**src/rtl/inst_fetch_pkg.sv**
```systemverilog
// Shared types and constants for the instruction-fetch stage.
package inst_fetch_pkg;

  localparam int unsigned InstAddrBus = 32;
  localparam int unsigned InstBus     = 32;

  typedef logic [InstAddrBus-1:0] inst_addr_t;
  typedef logic [InstBus-1:0]     inst_t;

  localparam inst_addr_t RESET_PC = 32'h0000_0000;

  typedef enum logic [1:0] {
    StIdle = 2'd0,
    StBusy = 2'd1,
    StDrop = 2'd2
  } fetch_state_e;

endpackage

```
**src/rtl/inst_fetch_if.sv**
```systemverilog
// Fetch-stage bus bundle: control, instruction memory, BTB lookup and decode hand-off.
interface inst_fetch_if;
  import inst_fetch_pkg::*;

  logic       rdy;
  logic       redirect_i;
  inst_addr_t redirect_pc_i;
  logic       stall_i;
  logic       mem_req_o;
  inst_addr_t mem_addr_o;
  logic       mem_ack_i;
  inst_t      mem_data_i;
  inst_addr_t btb_raddr_o;
  logic       btb_hit_i;
  inst_addr_t btb_target_i;
  logic       inst_valid_o;
  inst_t      inst_o;
  inst_addr_t inst_pc_o;
  logic       pred_taken_o;
  inst_addr_t pred_target_o;

  modport master (
    input  rdy, redirect_i, redirect_pc_i, stall_i, mem_ack_i, mem_data_i,
           btb_hit_i, btb_target_i,
    output mem_req_o, mem_addr_o, btb_raddr_o, inst_valid_o, inst_o, inst_pc_o,
           pred_taken_o, pred_target_o
  );

  modport slave (
    output rdy, redirect_i, redirect_pc_i, stall_i, mem_ack_i, mem_data_i,
           btb_hit_i, btb_target_i,
    input  mem_req_o, mem_addr_o, btb_raddr_o, inst_valid_o, inst_o, inst_pc_o,
           pred_taken_o, pred_target_o
  );

endinterface

```
**src/rtl/inst_fetch.sv**
```systemverilog
// Instruction fetch: one outstanding word request, BTB-steered next PC, one-entry
// output register towards decode, flushed by execute-stage redirects.
module inst_fetch
  import inst_fetch_pkg::*;
#(
  parameter inst_addr_t ResetPc = RESET_PC
) (
  input logic          clk,
  input logic          rst,
  inst_fetch_if.master bus
);

  fetch_state_e state_q, state_d;
  inst_addr_t   pc_q, pc_d;
  inst_addr_t   addr_q, addr_d;
  logic         valid_q, valid_d;
  inst_t        inst_q, inst_d;
  inst_addr_t   inst_pc_q, inst_pc_d;
  logic         pred_taken_q, pred_taken_d;
  inst_addr_t   pred_target_q, pred_target_d;
  logic         slot_free;

  // Issue only when the output register will be empty by the time the ack lands.
  assign slot_free = !valid_q || !bus.stall_i;

  always_comb begin
    state_d       = state_q;
    pc_d          = pc_q;
    addr_d        = addr_q;
    valid_d       = valid_q && bus.stall_i;
    inst_d        = inst_q;
    inst_pc_d     = inst_pc_q;
    pred_taken_d  = pred_taken_q;
    pred_target_d = pred_target_q;

    case (state_q)
      StIdle: begin
        if (bus.redirect_i) begin
          pc_d = bus.redirect_pc_i;
        end else if (slot_free) begin
          addr_d  = pc_q;
          state_d = StBusy;
        end
      end
      StBusy: begin
        if (bus.redirect_i) begin
          pc_d    = bus.redirect_pc_i;
          state_d = bus.mem_ack_i ? StIdle : StDrop;
        end else if (bus.mem_ack_i) begin
          inst_d        = bus.mem_data_i;
          inst_pc_d     = addr_q;
          pred_taken_d  = bus.btb_hit_i;
          pred_target_d = bus.btb_target_i;
          valid_d       = 1'b1;
          pc_d          = bus.btb_hit_i ? bus.btb_target_i : addr_q + InstAddrBus'(4);
          state_d       = StIdle;
        end
      end
      StDrop: begin
        // The stale request must still complete before a new one may issue.
        if (bus.redirect_i) pc_d = bus.redirect_pc_i;
        if (bus.mem_ack_i) state_d = StIdle;
      end
      default: state_d = StIdle;
    endcase

    if (bus.redirect_i) valid_d = 1'b0;
  end

  always_ff @(posedge clk) begin
    if (rst) begin
      state_q       <= StIdle;
      pc_q          <= ResetPc;
      addr_q        <= '0;
      valid_q       <= 1'b0;
      inst_q        <= '0;
      inst_pc_q     <= '0;
      pred_taken_q  <= 1'b0;
      pred_target_q <= '0;
    end else if (bus.rdy) begin
      state_q       <= state_d;
      pc_q          <= pc_d;
      addr_q        <= addr_d;
      valid_q       <= valid_d;
      inst_q        <= inst_d;
      inst_pc_q     <= inst_pc_d;
      pred_taken_q  <= pred_taken_d;
      pred_target_q <= pred_target_d;
    end
  end

  assign bus.mem_req_o     = (state_q != StIdle);
  assign bus.mem_addr_o    = addr_q;
  assign bus.btb_raddr_o   = addr_q;
  assign bus.inst_valid_o  = valid_q;
  assign bus.inst_o        = inst_q;
  assign bus.inst_pc_o     = inst_pc_q;
  assign bus.pred_taken_o  = pred_taken_q;
  assign bus.pred_target_o = pred_target_q;

endmodule

```
**src/flat_wrapper.sv**
```systemverilog
// flat-port wrapper written by rule: the top's interface ports become plain ports
module inst_fetch_flat import inst_fetch_pkg::*;
#(
  parameter inst_addr_t ResetPc = RESET_PC
)
  (clk, rst, bus_rdy, bus_redirect_i, bus_redirect_pc_i, bus_stall_i, bus_mem_ack_i, bus_mem_data_i, bus_btb_hit_i, bus_btb_target_i, bus_mem_req_o, bus_mem_addr_o, bus_btb_raddr_o, bus_inst_valid_o, bus_inst_o, bus_inst_pc_o, bus_pred_taken_o, bus_pred_target_o);
  inst_fetch_if bus_i ();
  input logic clk;
  input logic rst;
  input wire logic [$bits(bus_i.rdy)-1:0] bus_rdy;
  input wire logic [$bits(bus_i.redirect_i)-1:0] bus_redirect_i;
  input wire logic [$bits(bus_i.redirect_pc_i)-1:0] bus_redirect_pc_i;
  input wire logic [$bits(bus_i.stall_i)-1:0] bus_stall_i;
  input wire logic [$bits(bus_i.mem_ack_i)-1:0] bus_mem_ack_i;
  input wire logic [$bits(bus_i.mem_data_i)-1:0] bus_mem_data_i;
  input wire logic [$bits(bus_i.btb_hit_i)-1:0] bus_btb_hit_i;
  input wire logic [$bits(bus_i.btb_target_i)-1:0] bus_btb_target_i;
  output wire logic [$bits(bus_i.mem_req_o)-1:0] bus_mem_req_o;
  output wire logic [$bits(bus_i.mem_addr_o)-1:0] bus_mem_addr_o;
  output wire logic [$bits(bus_i.btb_raddr_o)-1:0] bus_btb_raddr_o;
  output wire logic [$bits(bus_i.inst_valid_o)-1:0] bus_inst_valid_o;
  output wire logic [$bits(bus_i.inst_o)-1:0] bus_inst_o;
  output wire logic [$bits(bus_i.inst_pc_o)-1:0] bus_inst_pc_o;
  output wire logic [$bits(bus_i.pred_taken_o)-1:0] bus_pred_taken_o;
  output wire logic [$bits(bus_i.pred_target_o)-1:0] bus_pred_target_o;
  assign bus_i.rdy = bus_rdy;
  assign bus_i.redirect_i = bus_redirect_i;
  assign bus_i.redirect_pc_i = bus_redirect_pc_i;
  assign bus_i.stall_i = bus_stall_i;
  assign bus_i.mem_ack_i = bus_mem_ack_i;
  assign bus_i.mem_data_i = bus_mem_data_i;
  assign bus_i.btb_hit_i = bus_btb_hit_i;
  assign bus_i.btb_target_i = bus_btb_target_i;
  assign bus_mem_req_o = bus_i.mem_req_o;
  assign bus_mem_addr_o = bus_i.mem_addr_o;
  assign bus_btb_raddr_o = bus_i.btb_raddr_o;
  assign bus_inst_valid_o = bus_i.inst_valid_o;
  assign bus_inst_o = bus_i.inst_o;
  assign bus_inst_pc_o = bus_i.inst_pc_o;
  assign bus_pred_taken_o = bus_i.pred_taken_o;
  assign bus_pred_target_o = bus_i.pred_target_o;
  inst_fetch #(.ResetPc(ResetPc)) u_core (.clk(clk), .rst(rst), .bus(bus_i));
endmodule
```
**config.mk**
```make
export PLATFORM = sky130hd
export DESIGN_NAME = inst_fetch_flat
export DESIGN_NICKNAME = d
export VERILOG_FILES = /design/src/rtl/inst_fetch_pkg.sv /design/src/rtl/inst_fetch_if.sv /design/src/rtl/inst_fetch.sv /design/src/flat_wrapper.sv
export SDC_FILE = /design/constraint.sdc
export NUM_CORES = 1
export LEC_CHECK = 0
export ABC_CLOCK_PERIOD_IN_PS = 2000
export BUFFER_PORTS_ARGS = -buffer_cell sky130_fd_sc_hd__buf_2
export CORE_UTILIZATION = 45
export CTS_CLUSTER_SIZE = 30
export DETAILED_ROUTE_END_ITERATION = 10
export HOLD_SLACK_MARGIN = 0.15
export PLACE_DENSITY = 0.87
export SLEW_MARGIN = 20
export SYNTH_ARGS = -nofsm -noshare
export SYNTH_HDL_FRONTEND = slang
export SYNTH_SLANG_ARGS = --single-unit
```
**constraint.sdc**
```tcl
create_clock -name clk -period 2 [get_ports clk]
set_input_delay 0.3 -clock clk [delete_from_list [all_inputs] [get_ports clk]]
set_output_delay 0.3 -clock clk [all_outputs]
set_load 0.1 [all_outputs]
```
**Yosys cells after proc, flatten, opt, wreduce, memory -nomap -nowiden**

Index checks and enable logic that the tools add are counted.

- Input bits: 103
- Latch bits: 0
- Memory bits (writable): 0
- Bits in read-only memories: 0
- Memories kept: 0
- Logic and storage cells: 42
- Register bits: 164

- Divide/modulo/power cells: 0
- Multipliers: 0
- $add $sub $neg: 1
- Equal/unequal tests: 6
- Shift-type cells: 0
- Reduce and logical (&&, ||, !) cells: 12
- Multiplexer cells: 14
- Bitwise logic cells: 1
- Order comparisons: 0

Operators by type and width:

| kind | count |
|---|---|
| two-way mux 32 bit | 4 |
| one-hot mux 32 bit (2 select lines) | 1 |
| adder 32 x 3 -> 32 bit, second input constant | 1 |
| AND reduction 4 bit | 3 |
| two-way mux 2 bit | 5 |
| one-hot mux 2 bit (3 select lines) | 1 |
| != test 2 x 1 -> 1 bit, second input constant | 2 |
| nonzero test 2 bit | 2 |
| two-way mux 1 bit | 3 |
| != test 3 bit, second input constant | 1 |
| AND reduction 3 bit | 1 |
| equality test 2 x 1 -> 1 bit, second input constant | 1 |
| equality test 2 bit, second input constant | 1 |
| logical NOT 1 bit | 2 |
| logical NOT 2 bit | 1 |
| != test 2 bit, second input constant | 1 |
| OR reduction 2 bit | 1 |
| logical AND 1 bit | 1 |
| logical OR 1 bit | 1 |
| NOT 1 bit | 1 |

**Logic depth before layout (Yosys ltp)**

- Depth in word-level cells: 5
- Mapped depth: 9

**Worst setup path before layout**

Ideal clock, no wire load.

- Kind: flip-flop to flip-flop
- Start point: reg u_core.addr_q[2] (netlist: u_core.bus.btb_raddr_o[2])
- End point: reg u_core.pc_q[30]
- Slack: -0.844 ns
- Path buffers: 1
- Period minus slack after synthesis: 2.844 ns
- Library setup time: 0.088 ns
- Data arrival time: 2.756 ns
- Data required time: 1.912 ns
- Stages on the path, launching flop included: 8
- Cell sequence: dfxtp_1 -> ha_1 -> nand4_2 -> or4_4 -> buf_6 -> nor3_4 -> xnor2_1 -> a311oi_2

- Longest elaborated chain between the ends: 5

Ends and longest elaborated chain:

| item | line | text |
|---|---|---|
| start, declared | inst_fetch.sv:15 | `inst_addr_t addr_q, addr_d;` |
| start signal, assigned | inst_fetch.sv:83 | `addr_q <= addr_d;` |
| adder 32 x 3 -> 32 bit | inst_fetch.sv:55 | `pc_d = bus.btb_hit_i ? bus.btb_target_i : addr_q + InstAddrBus'(4);` |
| two-way mux 32 bit | inst_fetch.sv:55 |  |
| two-way mux 32 bit | inst_fetch.sv:49 | `end else if (bus.mem_ack_i) begin` |
| two-way mux 32 bit | inst_fetch.sv:46 | `if (bus.redirect_i) begin` |
| one-hot mux 32 bit (2 select lines) | inst_fetch.sv:36 | `case (state_q)` |
| end signal, assigned | inst_fetch.sv:73 | `pc_q <= ResetPc;` |
| end signal, assigned | inst_fetch.sv:82 | `pc_q <= pc_d;` |
| end, declared | inst_fetch.sv:14 | `inst_addr_t pc_q, pc_d;` |

No other way between the ends. The select of a mux whose other input is x is not followed.
A chain may end at the register's enable or synchronous reset.

**Final worst setup path**

- Start point: reg u_core.addr_q[3] (netlist: u_core.bus.btb_raddr_o[3])
- End point: reg u_core.pc_q[14]

Same word-level chain as after synthesis.

==> results by group <==
Run status
  – Outcome: complete, no violations

Routing
  – Detail Route Antenna Nets: 0
  – DR iter-0 viols: 722
  – Drt total wl: 24.4 mm
  – Met3 WL: 2.13 mm
  – Routed vias/inst: 5.46
  – WL per Instance: 17.0 um
  – Drt pass-1 iters: 7
  – Max layer used: met4
  – WL met1: 9.99 mm
  – DRC: 0
  – Via count: 7843
  – WL met2: 11.6 mm

Finish
  – Layout overhead on the synthesized area: 36.3%
  – Layout cells sized above 1: 0.298
  – Layout Utilization: 0.637
  – Fillers: 1296
  – Commonest non-fill, non-tap cells in the layout: 295 x nand2_1, 264 x buf_2, 154 x a21oi_1
  – Final Net Count: 1313
  – Commonest non-fill, non-tap cell in the layout: nand2_1

Synth
  – Adder-cell area share of the yosys netlist: 0.00174
  – Yosys warnings: 0
  – Top FF cell, synth: dfxtp_1
  – Post-Synth Simple-Gate Area: 0.242
  – Mapped Nets: 1046
  – Sequential-to-total area share from yosys stat: 0.457
  – #FFs+latches synth: 164
  – Largest family of logic cells by synthesized area: simple AND/OR/NAND/NOR gates
  – Synth Area in Compound Gates: 0.191
  – Post-synth EDFFs: 0
  – Cells after Synth: 942
  – Mean post-synth cell area: 7.63 um2
  – Synth Cell Area: 7180 um2
  – Asr flop ratio synth: 0
  – Count of distinct cell types in the synthesized netlist: 52
  – Synth Area in XOR/XNOR: 0.0207
  – Multiplexer area fraction after synthesis: 0.00697

Power
  – Net Sw Frac: 0.278
  – P_int: 5.42 mW
  – Sequential Power Share: 0.452
  – Leakage power: 4.10 nW
  – Comb power frac: 0.131
  – VDD IR max: 0.879 mV
  – Clk network pwr share: 0.417
  – Net Switching: 2.09 mW
  – Cell Pwr Density: 767 nW/um2

STA
  – Minimum clock period: 1.96 ns
  – RSZ-0062 raised after global routing: no
  – Pins Over Slew Limit: 0
  – Slew HR: 0.539
  – Period utilisation layout: 0.978
  – Clk_skew: 0.00894 ns
  – Highest Clock Rate: 0.511 GHz
  – Sum of negative setup slack: 0 ns
  – Worst slew pin tran: 0.691 ns
  – Hold Violations, Final: 0
  – Setup violators final: 0

Global routing
  – GRT Total Usage: 0.294
  – First-pass GRT wire length: 37.9 mm
  – Largest net degree at the start of global routing: 98
  – Grt ovf: 0
  – Initial antenna violation count: 2
  – Vias in the first global route: 7271

CTS
  – Worst-path clk slew: 0.06 ns
  – TritonCTS Sinks: 164
  – CTS tree: done
  – Clock latency on the worst-skew pair: 0.42 ns
  – # H-tree levels: 4
  – Max clock buf depth: 2
  – Number of clock buffers inserted by TritonCTS: 17
  – Root Driver: clkbuf_16

Min path
  – Hold path start: bus_btb_target_i[31]
  – Worst hold path class: primary input to flop
  – Worst Hold Depth: 3
  – Worst Hold Endpoint: u_core.bus.pred_target_o[31]

Worst setup path
  – RR Endpoint: u_core.pc_q[14]
  – FF-to-FF path depth: 6
  – FF-to-FF Start: u_core.bus.btb_raddr_o[3]
  – Crit start category: flop
  – Crit path top cell by count: a2111oi_0
  – Critical Path AT: 2.25 ns
  – Worst path slowest cell: or3_1
  – Max incr delay on CP: 0.42 ns
  – Worst path cell trace: ha_4 -> nand4_4 -> or3_1 -> xnor2_1 -> a2111oi_0 -> a2111oi_0
  – Worst-path fanout max: 5
  – R2R setup slack: 0.04 ns
  – Required time of the critical path: 2.29 ns
  – CP endpoint kind: flop
  – Critical path type: flop to flop

Floorplanning
  – Die span in y: 128 um
  – Row count: 45
  – DIE AREA: 16500 um2
  – Core area: 15400 um2
  – Initial Utilization: 0.467
  – Die width: 128 um
  – # IOs: 266

Place
  – Post-DP HPWL: 16.1 mm
  – GPL Wtd Cong: 0.911
  – Port bufs: 265

Job
  – Max Cap Viol: 0
-- registers in the layout, indices dropped and copies added (netlist names) --
signal	flops
u_core.bus.inst_valid_o	1
u_core.bus.pred_target_o	32
u_core.state_q	2
u_core.bus.btb_raddr_o	32
u_core.bus.inst_pc_o	32
u_core.bus.inst_o	32
u_core.pc_q	32
u_core.bus.pred_taken_o	1
-- power by group through the flow --
| stage | clock network (mW) | logic (mW) | registers (mW) |
|---|---|---|---|
| final | 3.13 | 0.983 | 3.40 |
| after global routing | 3.31 | 1.03 | 3.40 |
| after CTS | 3.16 | 0.961 | 3.39 |
| after detailed placement | 0 | 0.863 | 3.46 |
| after global placement | 0 | 0.852 | 3.46 |
| after floorplan | 0 | 0.421 | 3.65 |
-- kinds of logic after synthesis --
group	Yosys count
adders and majority gates	1
and+or+nand+nor	398
DFF	164
xor gates and xnor gates	17
muxes	5
buffers and inverters	115
AOI/OAI and AO/OA	242
-- per-stage QoR --
stage	hold WS [ns]	cells	total power [mW]	instance area, um2	worst slack, ns
after global placement	0.428	1337	4.31	8580	0.145
final	0.165	1436	7.51	9790	0.0433
after global routing	0.169	1434	7.74	9790	0.00240
after CTS	0.151	1433	7.51	9780	0.0852
after detailed placement	0.431	1337	4.33	8580	0.0962
after floorplan	0.418	942	4.07	7300	-0.121
-- cells in the mapped netlist (3+ instances only) --
library cell  count  area share
dfxtp_1         164        0.46
and3_1            9      0.0078
o21ai_0          31       0.022
nor3_1           12      0.0084
nor4_1           10      0.0087
a311oi_1          5      0.0061
o31a_1            6      0.0073
a221oi_1          3      0.0037
a21oi_1         154        0.11
a2111oi_0         4      0.0049
clkbuf_1         62       0.032
nand2_1         295        0.15
mux2i_1           5      0.0070
or4_1             3      0.0031
a31oi_1           4      0.0035
inv_1             7      0.0037
a41oi_1           5      0.0061
o21ai_1           7      0.0049
buf_2            10      0.0070
xor2_1            7      0.0085
nand2b_1          3      0.0026
o22ai_1           3      0.0026
xnor2_1          10       0.012
o21a_1            3      0.0031
or3_1             5      0.0044
nand4_1           8      0.0070
nor2_1           17      0.0089
nand3_1          18       0.013
buf_4            32       0.033
o211ai_1          7      0.0073
nand3_2           3      0.0042
-- critical path, delay by kind of cell (launching register included) --
kind | cells | cell delay [ns]
compound gates | 2 | 0.51
xor+xnor | 1 | 0.24
fa+ha+maj | 1 | 0.17
flops | 1 | 0.36
simple gates | 2 | 0.54
-- repair_timing --
item                                   in CTS  in global routing
endpoints found under the hold margin      64                  0
hold buffers                               64                  0
setup buffers                               0                  0
resized for setup                           0                  1
setup endpoints to repair                   0                  2
-- cell type report --
type                    count  area (um2)  area share
clock buffers              22         464      0.0474
multi-input cells         663        3370       0.344
clock inverters            10        97.6     0.00996
inverters                   7        26.3     0.00268
well taps                 211         264      0.0270
flip-flops and latches    164        3360       0.343
diodes                      3        7.51    0.000766
repair buffers            356        2210       0.226
-- per-layer routing --
metal  vias up  global-route usage
met5         -                   0
met4         0               0.122
met3        71              0.0728
met2       441               0.470
met1      3619               0.380
li1       3712                   -
-- how the worst max path moves through the flow --
stage | to | startpoint | slack, ns
2_1_floorplan | u_core.pc_q[28] | u_core.bus.btb_raddr_o[3] | -0.12
3_5_place_dp | u_core.pc_q[14] | bus_rdy | 0.1
5_1_grt | u_core.pc_q[14] | u_core.bus.btb_raddr_o[3] | 0.002
3_3_place_gp | u_core.pc_q[28] | u_core.bus.btb_raddr_o[3] | 0.15
6_report | u_core.pc_q[14] | u_core.bus.btb_raddr_o[3] | 0.04
4_1_cts | u_core.pc_q[14] | u_core.bus.btb_raddr_o[3] | 0.09
No activity file was read; power rests on OpenSTA's default activity.
